<file path="src/rtl/wb_scoreboard_pkg.sv">
// Shared sizing and event payload types for the register-writeback scoreboard.
package wb_scoreboard_pkg;

  localparam int unsigned SB_CNT_W    = 2;
  localparam int unsigned SB_NREG     = 32;
  localparam int unsigned SB_REG_W    = 5;
  localparam int unsigned SB_RD_PORTS = 3;
  localparam int unsigned SB_INFL_W   = 3;

  // Write fields of a GPR-writing instruction (issue side or ws_to_rf side).
  typedef struct packed {
    logic                we;
    logic [SB_REG_W-1:0] dest;
  } sb_wr_t;

  // r0 is hardwired zero, so writes to it never count as events.
  function automatic logic sb_event(input logic valid, input sb_wr_t wr);
    return valid & wr.we & (wr.dest != '0);
  endfunction

endpackage

</file>
<file path="src/rtl/wb_scoreboard_counter.sv">
// Saturating up/down pending-write counter for one GPR, with synchronous clear.
module sb_counter
  import wb_scoreboard_pkg::*;
#(
  parameter int unsigned W = SB_CNT_W
) (
  input  logic clk,
  input  logic reset,
  input  logic clear,
  input  logic inc,
  input  logic dec,
  output logic nonzero,
  output logic ovf_c,
  output logic udf_c
);

  localparam logic [W-1:0] CNT_MAX = '1;

  logic [W-1:0] cnt_q;
  logic [W-1:0] cnt_d;

  // Simultaneous inc/dec cancel; saturation at either end raises a strobe.
  always_comb begin
    cnt_d = cnt_q;
    ovf_c = 1'b0;
    udf_c = 1'b0;
    if (clear) begin
      cnt_d = '0;
    end else if (inc && !dec) begin
      if (cnt_q == CNT_MAX) ovf_c = 1'b1;
      else                  cnt_d = cnt_q + W'(1);
    end else if (dec && !inc) begin
      if (cnt_q == '0) udf_c = 1'b1;
      else             cnt_d = cnt_q - W'(1);
    end
  end

  always_ff @(posedge clk) begin
    if (reset) cnt_q <= '0;
    else       cnt_q <= cnt_d;
  end

  assign nonzero = |cnt_q;

endmodule

</file>
<file path="src/rtl/wb_scoreboard.sv">
// Per-GPR pending-write scoreboard: decode RAW stall, busy vector, in-flight count, sticky errors.
module wb_scoreboard
  import wb_scoreboard_pkg::*;
(
  input  logic                            clk,
  input  logic                            reset,
  input  logic                            flush,
  input  logic                            issue_valid,
  input  logic                            issue_we,
  input  logic [SB_REG_W-1:0]             issue_dest,
  input  logic                            retire_valid,
  input  logic                            retire_we,
  input  logic [SB_REG_W-1:0]             retire_dest,
  input  logic [SB_RD_PORTS-1:0]          rd_en,
  input  logic [SB_RD_PORTS*SB_REG_W-1:0] rd_addr,
  output logic                            ds_stall,
  output logic [SB_NREG-1:0]              busy_vec,
  output logic [SB_INFL_W-1:0]            inflight,
  output logic [1:0]                      sb_err
);

  sb_wr_t                 issue_wr;
  sb_wr_t                 retire_wr;
  logic                   issue_ev;
  logic                   retire_ev;
  logic [SB_NREG-1:0]     nonzero;
  logic [SB_NREG-1:0]     ovf;
  logic [SB_NREG-1:0]     udf;
  logic [SB_INFL_W-1:0]   inflight_d;
  logic [SB_REG_W-1:0]    src;

  assign issue_wr  = '{we: issue_we,  dest: issue_dest};
  assign retire_wr = '{we: retire_we, dest: retire_dest};

  // Flush squashes both the issuing instruction and the writeback stage.
  assign issue_ev  = !flush && sb_event(issue_valid,  issue_wr);
  assign retire_ev = !flush && sb_event(retire_valid, retire_wr);

  assign nonzero[0] = 1'b0;
  assign ovf[0]     = 1'b0;
  assign udf[0]     = 1'b0;

  for (genvar i = 1; i < SB_NREG; i++) begin : g_cnt
    sb_counter #(.W(SB_CNT_W)) u_cnt (
      .clk     (clk),
      .reset   (reset),
      .clear   (flush),
      .inc     (issue_ev  && (issue_wr.dest  == SB_REG_W'(i))),
      .dec     (retire_ev && (retire_wr.dest == SB_REG_W'(i))),
      .nonzero (nonzero[i]),
      .ovf_c   (ovf[i]),
      .udf_c   (udf[i])
    );
  end

  assign busy_vec = nonzero;

  // Stall looks only at registered counters; a same-cycle retire does not release it.
  always_comb begin
    ds_stall = 1'b0;
    src      = '0;
    for (int p = 0; p < SB_RD_PORTS; p++) begin
      src = rd_addr[p*SB_REG_W +: SB_REG_W];
      if (rd_en[p] && (src != '0) && nonzero[src]) ds_stall = 1'b1;
    end
  end

  // Total in-flight writes, clamped to [0, 7].
  always_comb begin
    inflight_d = inflight;
    if (flush) begin
      inflight_d = '0;
    end else if (issue_ev && !retire_ev) begin
      if (inflight != '1) inflight_d = inflight + SB_INFL_W'(1);
    end else if (retire_ev && !issue_ev) begin
      if (inflight != '0) inflight_d = inflight - SB_INFL_W'(1);
    end
  end

  always_ff @(posedge clk) begin
    if (reset) begin
      inflight <= '0;
      sb_err   <= '0;
    end else begin
      inflight <= inflight_d;
      sb_err   <= sb_err | {|udf, |ovf};
    end
  end

endmodule

</file>
<file path="config.mk">
export PLATFORM = sky130hd
export DESIGN_NAME = wb_scoreboard
export DESIGN_NICKNAME = d
export VERILOG_FILES = /design/src/rtl/wb_scoreboard_pkg.sv /design/src/rtl/wb_scoreboard_counter.sv /design/src/rtl/wb_scoreboard.sv
export SDC_FILE = /design/constraint.sdc
export NUM_CORES = 1
export LEC_CHECK = 0
export CAP_MARGIN = 20
export CORE_UTILIZATION = 35
export CTS_BUF_LIST = sky130_fd_sc_hd__clkbuf_8
export CTS_CLUSTER_DIAMETER = 120
export CTS_CLUSTER_SIZE = 10
export DETAILED_ROUTE_END_ITERATION = 16
export PLACE_DENSITY = 0.64
export SETUP_SLACK_MARGIN = 0.05
export SYNTH_ARGS = -nofsm -noshare
export SYNTH_HDL_FRONTEND = slang
export SYNTH_SLANG_ARGS = --single-unit
</file>
<file path="constraint.sdc">
create_clock -name clk -period 7.8 [get_ports clk]
set_input_delay 1.56 -clock clk [delete_from_list [all_inputs] [get_ports clk]]
set_output_delay 1.56 -clock clk [all_outputs]
set_load 0.02 [all_outputs]
</file>
==> impl_results.md, run 1 <==
- Fin crit period: 5.94 ns
- Mean instance size in the synthesized netlist: 7.47 um2
- Global-route wire length before repair: 32.5 mm
- Transition time of the tightest slew-check pin: 0.905 ns
- Distinct cells, synth: 87
- Count of hold-fix buffers inserted at cts: 0
- Setup violators final: 0
- Number of DRC markers after the initial detailed-route iteration: 752
- Final Net Count: 857
- Starting density of the core: 0.363
- Summed instance area of the synthesized netlist: 6080 um2
- Hold Path Stages: 2
- Post-CTS sizing: 0
- Path class of the lowest-slack min-delay path: register to register
- Routability cong.: 0.998
- Clock tree from TritonCTS: done
- Async SR Flop Fraction: 0
- DRC viols: 0
- Clock H-tree levels: 3
- Clock buffer depth: 2
- Final clock period utilization by the worst path: 0.762
- Primary flip-flop cell chosen by synthesis mapping: sky130_fd_sc_hd__dfxtp_1
- Total negative slack: 0 ns
- Synth Register Bits: 67
- Antenna Nets Post-Route: 0
- Count of flip-flops with a built-in enable after synthesis: 0
- Clk pin slew, worst setup/hold paths: 0.08 ns
- Number of instances in the synthesized netlist: 814
- Gr ovfl total: 0
- Peak-usage layer in the global routing report: met2
- Sequential element share of the synthesized area: 0.221
- Critical Setup Path Class: input pin to output port
- Total routed wirelength: 21.5 mm
- Cell count of the worst reg-to-reg path: 4
- Clock buffers created by TritonCTS: 9
- Maximum number of pins on one net before global-route repair: 35
- Fin Hold WS: 0.507 ns
- Leakage: 2.36 nW
- Compound-gate portion of the synthesized area: 0.318
- Headroom to the max-slew limit: 0.394
- Insertion delay of the later-clocked pin in the worst-skew pair: 0.38 ns
- Met1 track demand over resource: 0.333
- Maximum clock rate: 168 MHz
- Proportion of netlist area held by the largest area contributor: 0.221
- Proportion of layout cells with a drive suffix above 1: 0.0909
- Fraction of synthesized cell area in xor and xnor cells: 0.00144
- Fraction of the mapped netlist area in adder cells: 0.00535
- Final Max Slew Viols: 0
- Hold violation count in the final report: 0
- Number of buffers inserted by port buffering: 71
- FILL cells: 1761
- Cell at the root of the clock tree: sky130_fd_sc_hd__clkbuf_8
- Die footprint: 17900 um2
- Worst IR Drop VDD: 74.3 uV
- # diodes: 0
- Overall die width: 134 um
- Crit path max fanout: 22
- DR WL/cell: 20.6 um
- HPWL Detailed: 16.2 mm
- Met2 Usage GRT: 0.348
- Overall Power: 0.000761 W
- Via count of the first global-routing pass: 5508
- Max-Cap Viols: 0
- Summed area of non-filler cells in the final layout: 6830 um2
- Kind of launch point of the worst setup path: input pin
- Clock sink count: 67
- Area fraction in and, or, nand and nor cells after synthesis: 0.275
- RSZ-0062 raised after global routing: false
- Initial antenna violation count: 0
- Data arrival time of the critical path: 4.38 ns
- Dominant combinational cell family by area after synthesis: compound AO/OA/AOI/OAI gates
- Kind of end point of the critical path: output port
- Post-place instance area: 6640 um2
- Post-CTS Repair Setup Buffers: 0
- Fin Clk Skew: 0.00593 ns
- Die Height: 134 um
- Endpoint required time on the critical path: 6.24 ns
- Number of I/O pins: 73
- Power Dens Cells: 111 nW/um2
- Net Count, Synth: 851
- Number of detailed-route iterations in the first pass: 6
- Core Region: 16800 um2
- Via count normalized by instance count: 6.16
- Global routing met3 resource utilization: 0.0654
- Top cells by area in the synthesized netlist: sky130_fd_sc_hd__dfxtp_1 (22%), sky130_fd_sc_hd__a211oi_1 (7.2%), sky130_fd_sc_hd__mux4_2 (6.3%), sky130_fd_sc_hd__o21ai_0 (5.6%), sky130_fd_sc_hd__a21oi_1 (5.1%)
- Ys Warns: 0
- Core Rows: 47
- Run status: finished, final reports clean
- Vias: 6439
- Total global-route track usage: 0.241
- Most area-hungry cell type in the Yosys netlist: sky130_fd_sc_hd__dfxtp_1
- Post-synthesis mux area share: 0.0646
- Signed area change from the synthesized netlist to the final layout: 12.3%
-- cell usage after synthesis, types with 5 or more instances --
cell and n:
sky130_fd_sc_hd__nand4_1 11, sky130_fd_sc_hd__nor2_1 51, sky130_fd_sc_hd__dfxtp_1 67, sky130_fd_sc_hd__nor4_1 5, sky130_fd_sc_hd__nand3_1 18, sky130_fd_sc_hd__o21ai_0 68, sky130_fd_sc_hd__nor2b_1 13, sky130_fd_sc_hd__inv_1 57
sky130_fd_sc_hd__and2_1 6, sky130_fd_sc_hd__a21oi_1 62, sky130_fd_sc_hd__nand2b_1 15, sky130_fd_sc_hd__a21o_1 5, sky130_fd_sc_hd__o22ai_1 8, sky130_fd_sc_hd__clkbuf_1 21, sky130_fd_sc_hd__o21a_1 11, sky130_fd_sc_hd__o211ai_1 20
sky130_fd_sc_hd__and3_1 14, sky130_fd_sc_hd__mux4_2 17, sky130_fd_sc_hd__a211o_1 5, sky130_fd_sc_hd__and4b_1 5, sky130_fd_sc_hd__buf_4 34, sky130_fd_sc_hd__a211oi_1 58, sky130_fd_sc_hd__a311oi_1 6, sky130_fd_sc_hd__nand2_1 78
sky130_fd_sc_hd__buf_2 17, sky130_fd_sc_hd__nor3_1 27, sky130_fd_sc_hd__a31oi_1 7
-- layout make-up --
type / instances / area, um2 / area share
clock inverter: 6 / 56.3 / 0.00824
sequential: 67 / 1340 / 0.196
clock buffer: 10 / 138 / 0.0201
inverter: 57 / 214 / 0.0313
multi-input combinational: 609 / 4060 / 0.594
tap: 220 / 275 / 0.0403
timing repair buffer: 76 / 748 / 0.110
-- cells by family after synthesis --
kind of cell	after synthesis
AOI/OAI and AO/OA	292
DFF	67
adders and majority gates	2
xor gates and xnor gates	1
muxes	18
and+or+nand+nor	295
buffers and inverters	138
other	1
-- per-stage QoR --
stage                     utilization  cells  setup slack (ns)
after floorplan                     -    814              3.07
after global placement          0.396   1029              1.98
after detailed placement        0.396   1029              1.94
after CTS                       0.408   1045              1.92
after global routing            0.408   1045              1.64
final                           0.408   1045              1.86
-- flip-flops by register name, indices dropped and copies added (netlist names) --
name               cells
inflight               3
sb_err                 2
g_cnt.u_cnt.cnt_q     62
-- cells in the final DEF, fill, tap and decap left out, types with 17 or more instances in the layout --
cell / n
sky130_fd_sc_hd__a211oi_1: 58
sky130_fd_sc_hd__a21oi_1: 62
sky130_fd_sc_hd__clkdlybuf4s50_1: 71
sky130_fd_sc_hd__dfxtp_1: 67
sky130_fd_sc_hd__inv_1: 58
sky130_fd_sc_hd__mux4_2: 17
sky130_fd_sc_hd__nand2_1: 78
sky130_fd_sc_hd__nand3_1: 18
sky130_fd_sc_hd__nor2_1: 51
sky130_fd_sc_hd__nor3_1: 27
sky130_fd_sc_hd__o211ai_1: 20
sky130_fd_sc_hd__o21ai_0: 68
-- critical path: stages --
cell and delay (ns):
sky130_fd_sc_hd__clkdlybuf4s50_1 0.80, sky130_fd_sc_hd__nor3_1 0.37, sky130_fd_sc_hd__a21oi_1 0.07, sky130_fd_sc_hd__mux4_2 0.50, sky130_fd_sc_hd__nand4_1 0.10, sky130_fd_sc_hd__o311ai_0 0.18, sky130_fd_sc_hd__a211o_1 0.26, sky130_fd_sc_hd__clkdlybuf4s50_1 0.53
-- where the power goes --
group	internal (W)	total, W	switching [W]
sequential	0.000343	0.000344	0.00000118
combinational	0.0000432	0.000112	0.0000693
clock	0.000154	0.000304	0.000151
total	0.000539	0.000761	0.000221
-- worst paths after layout --
check	endpoint	slack, ns	startpoint
setup / recovery	ds_stall	1.86	rd_addr[2]
hold / removal	g_cnt[9].u_cnt.cnt_q[1]	0.51	g_cnt[9].u_cnt.cnt_q[1]
setup reg to reg	sb_err[0]	5.85	g_cnt[26].u_cnt.cnt_q[1]
hold reg to reg	g_cnt[9].u_cnt.cnt_q[1]	0.51	g_cnt[9].u_cnt.cnt_q[1]
-- metal layers --
metal	wire length (um)	vias to the layer above	part of all wire
li1	-	3029	-
met1	9390	2968	0.44
met2	8830	371	0.41
met3	2340	71	0.11
met4	949	0	0.044
met5	0	-	0
Power figures use the tool's default switching activity.
==> run 2, diff against run 1 <==
==> constraint.sdc (replaced) <==
create_clock -name clk -period 5.6 [get_ports clk]
set_input_delay 1.12 -clock clk [delete_from_list [all_inputs] [get_ports clk]]
set_output_delay 1.12 -clock clk [all_outputs]
set_load 0.02 [all_outputs]
==> run 2 against run 1 <==
  * Cell area is 0.90% higher
  * Power is 47% higher
  * Combinational power is 43% higher
  * Critical path depth is 1 lower
  * Final cell count is 0.38% higher
  * Global-route usage is 0.43 points higher
  * Critical endpoint unchanged
  * Largest power group is now the clock network
==> impl_results.md, run 2 (same netlist as run 1, synthesis figures left out) <==
- Post-CTS sizing: 0 (unchanged)
- Path class of the lowest-slack min-delay path: register to register
- Kind of launch point of the worst setup path: input pin
- Crit. path cell count: 7 (-1)
- FILL cells: 1738 (-1.3%)
- Cell internal pwr: 0.000792 W (+47%)
- Number of buffers and inverters on the critical path: 2 (unchanged)
- Fin Clk Skew: 0.0117 ns (+0.00577 ns)
- Via count normalized by instance count: 6.14 (-0.37%)
- Overall die width: 134 um (unchanged)
- Crit path max fanout: 22 (unchanged)
- Biggest cell delay along the critical path: 0.95 ns (+0.15 ns)
- Number of detailed-route iterations in the first pass: 6 (unchanged)
- Reg with most FFs: g_cnt.u_cnt.cnt_q
- Data arrival time of the critical path: 3.90 ns (-0.48 ns)
- Via count of the first global-routing pass: 5553 (+0.82%)
- Total negative slack: 0 ns (unchanged)
- Fin crit period: 5.02 ns
- Placed Cells incl. Taps: 1033 (+0.39%)
- Proportion of layout cells with a drive suffix above 1: 0.0965 (+0.00559)
- Core Rows: 47 (unchanged)
- Hold Path Stages: 2 (unchanged)
- Max-Cap Viols: 0 (unchanged)
- Number of buffers inserted by port buffering: 71 (unchanged)
- Switching component of the power: 0.000326 W (+47%)
- Global-route wire length before repair: 33.1 mm (+1.9%)
- Switching portion of total power: 0.292 (+0.000651)
- Setup violators final: 0 (unchanged)
- DRC viols: 0 (unchanged)
- Leakage: 2.38 nW (+0.95%)
- Insertion delay of the later-clocked pin in the worst-skew pair: 0.39 ns (about the same)
- Clock buffer depth: 2 (unchanged)
- Antenna Nets Post-Route: 0 (unchanged)
- Clock H-tree levels: 3 (unchanged)
- Overall Power: 0.00112 W (+47%)
- HPWL Detailed: 16.3 mm (+0.78%)
- Total global-route track usage: 0.245 (+0.00433)
- Core Region: 16800 um2 (unchanged)
- Critical Setup Path Class: input pin to output port
- Highest-count cells in the layout ignoring fill and taps: sky130_fd_sc_hd__nand2_1 (78), sky130_fd_sc_hd__clkdlybuf4s50_1 (71), sky130_fd_sc_hd__o21ai_0 (68)
- Clock sink count: 67 (unchanged)
- Worst IR Drop VDD: 117 uV (+58%)
- Combinational fraction of design power: 0.143 (-0.005)
- Number of DRC markers after the initial detailed-route iteration: 732 (-2.7%)
- Summed area of non-filler cells in the final layout: 6890 um2 (+0.90%)
- Clock buffers created by TritonCTS: 9 (unchanged)
- Critical-path cell list: clkdlybuf4s50_1 -> mux4_2 -> a21oi_1 -> a21oi_1 -> o311ai_0 -> a211o_1 -> clkdlybuf4s50_1
- Gr ovfl total: 0 (unchanged)
- DR WL/cell: 20.7 um (+0.34%)
- Signed area change from the synthesized netlist to the final layout: 13.4%
- Total routed wirelength: 21.7 mm (+0.73%)
- Transition time of the tightest slew-check pin: 0.907 ns (+0.00135 ns)
- Flip-flop count of the largest register after layout: 62 (unchanged)
- Post-CTS Repair Setup Buffers: 0 (unchanged)
- Die footprint: 17900 um2 (unchanged)
- Power share of the sequential group: 0.428 (-0.024)
- Power Dens Cells: 162 nW/um2 (+46%)
- Run status: finished, final reports clean
- Multi-input gate area in the final layout: 4060 um2 (unchanged)
- Final Net Count: 861 (+0.47%)
- Maximum number of pins on one net before global-route repair: 35 (unchanged)
- Hold violation count in the final report: 0 (unchanged)
- Non-filler instance count after layout: 1049 (+0.38%)
- Fin Hold WS: 0.504 ns (-0.00295 ns)
- Clk pin slew, worst setup/hold paths: 0.07 ns (about the same)
- # diodes: 0 (unchanged)
- Cell at the root of the clock tree: sky130_fd_sc_hd__clkbuf_8
- Vias: 6440 (+0.016%)
- Initial antenna violation count: 0 (unchanged)
- Headroom to the max-slew limit: 0.393 (-0.000903)
- Kind of end point of the critical path: output port
- RSZ-0062 raised after global routing: false
- Final Max Slew Viols: 0 (unchanged)
- Number of I/O pins: 73 (unchanged)
- Worst path slowest cell: sky130_fd_sc_hd__clkdlybuf4s50_1
- Largest registers ranked by flip-flop count: g_cnt.u_cnt.cnt_q x62, inflight x3, sb_err x2
- Final clock period utilization by the worst path: 0.896
- Clock tree from TritonCTS: done
- Clock network power share: 0.429 (+0.029)
- Endpoint required time on the critical path: 4.48 ns (-1.76 ns)
- Count of hold-fix buffers inserted at cts: 0 (unchanged)
- Die Height: 134 um (unchanged)
- Cell count of the worst reg-to-reg path: 4 (unchanged)
- Combined flip-flop and latch cell area: 1340 um2 (unchanged)
- Maximum clock rate: 199 MHz
- Starting density of the core: 0.363 (unchanged)
- Routability cong.: 1.03 (+2.8%)
- Post-place instance area: 6670 um2 (+0.45%)
- Most common cell after layout, fill and taps aside: sky130_fd_sc_hd__nand2_1
- Family with the most delay on the worst path: buffers and inverters
-- run 2: worst paths after layout --
check,startpoint,end,slack [ns]
min,g_cnt[10].u_cnt.cnt_q[1],g_cnt[10].u_cnt.cnt_q[1],0.50
max,rd_addr[2],ds_stall,0.58
max reg2reg,g_cnt[26].u_cnt.cnt_q[1],sb_err[0],3.64
min reg2reg,g_cnt[10].u_cnt.cnt_q[1],g_cnt[10].u_cnt.cnt_q[1],0.50
-- run 2: final cells by class --
cell class / instances / share of cell area
Multi-Input combinational cell: 609 / 0.589
Sequential cell: 67 / 0.195
Timing Repair Buffer: 80 / 0.113
Tap cell: 220 / 0.0399
Inverter: 57 / 0.0310
Clock buffer: 9 / 0.0180
Clock inverter: 7 / 0.0147
-- run 2: per-layer routing --
metal | part of all wire | GRT usage
met3 | 0.12 | 0.0779
met5 | 0 | 0
met2 | 0.41 | 0.349
met1 | 0.43 | 0.335
met4 | 0.042 | 0.112
-- run 2: power by group through the flow --
| stage | clock network (W) | registers [W] | logic [W] |
|---|---|---|---|
| finish | 0.000481 | 0.000479 | 0.000160 |
| global route | 0.000509 | 0.000479 | 0.000170 |
| CTS | 0.000485 | 0.000479 | 0.000156 |
| detailed placement | 0 | 0.000490 | 0.000155 |
| global placement | 0 | 0.000490 | 0.000154 |
| floorplan | 0 | 0.000490 | 0.0000938 |
-- run 2: stage by stage --
step                utilization  setup slack [ns]
floorplan                     -              1.75
global placement          0.398             0.639
detailed placement        0.398             0.609
CTS                       0.411             0.595
global route              0.411             0.367
finish                    0.411             0.583
-- run 2: tightest hold or removal path, stage by stage (launching register included) --
cell and delay, ns:
sky130_fd_sc_hd__dfxtp_1 0.34, sky130_fd_sc_hd__nand2_1 0.06, sky130_fd_sc_hd__a21oi_1 0.05
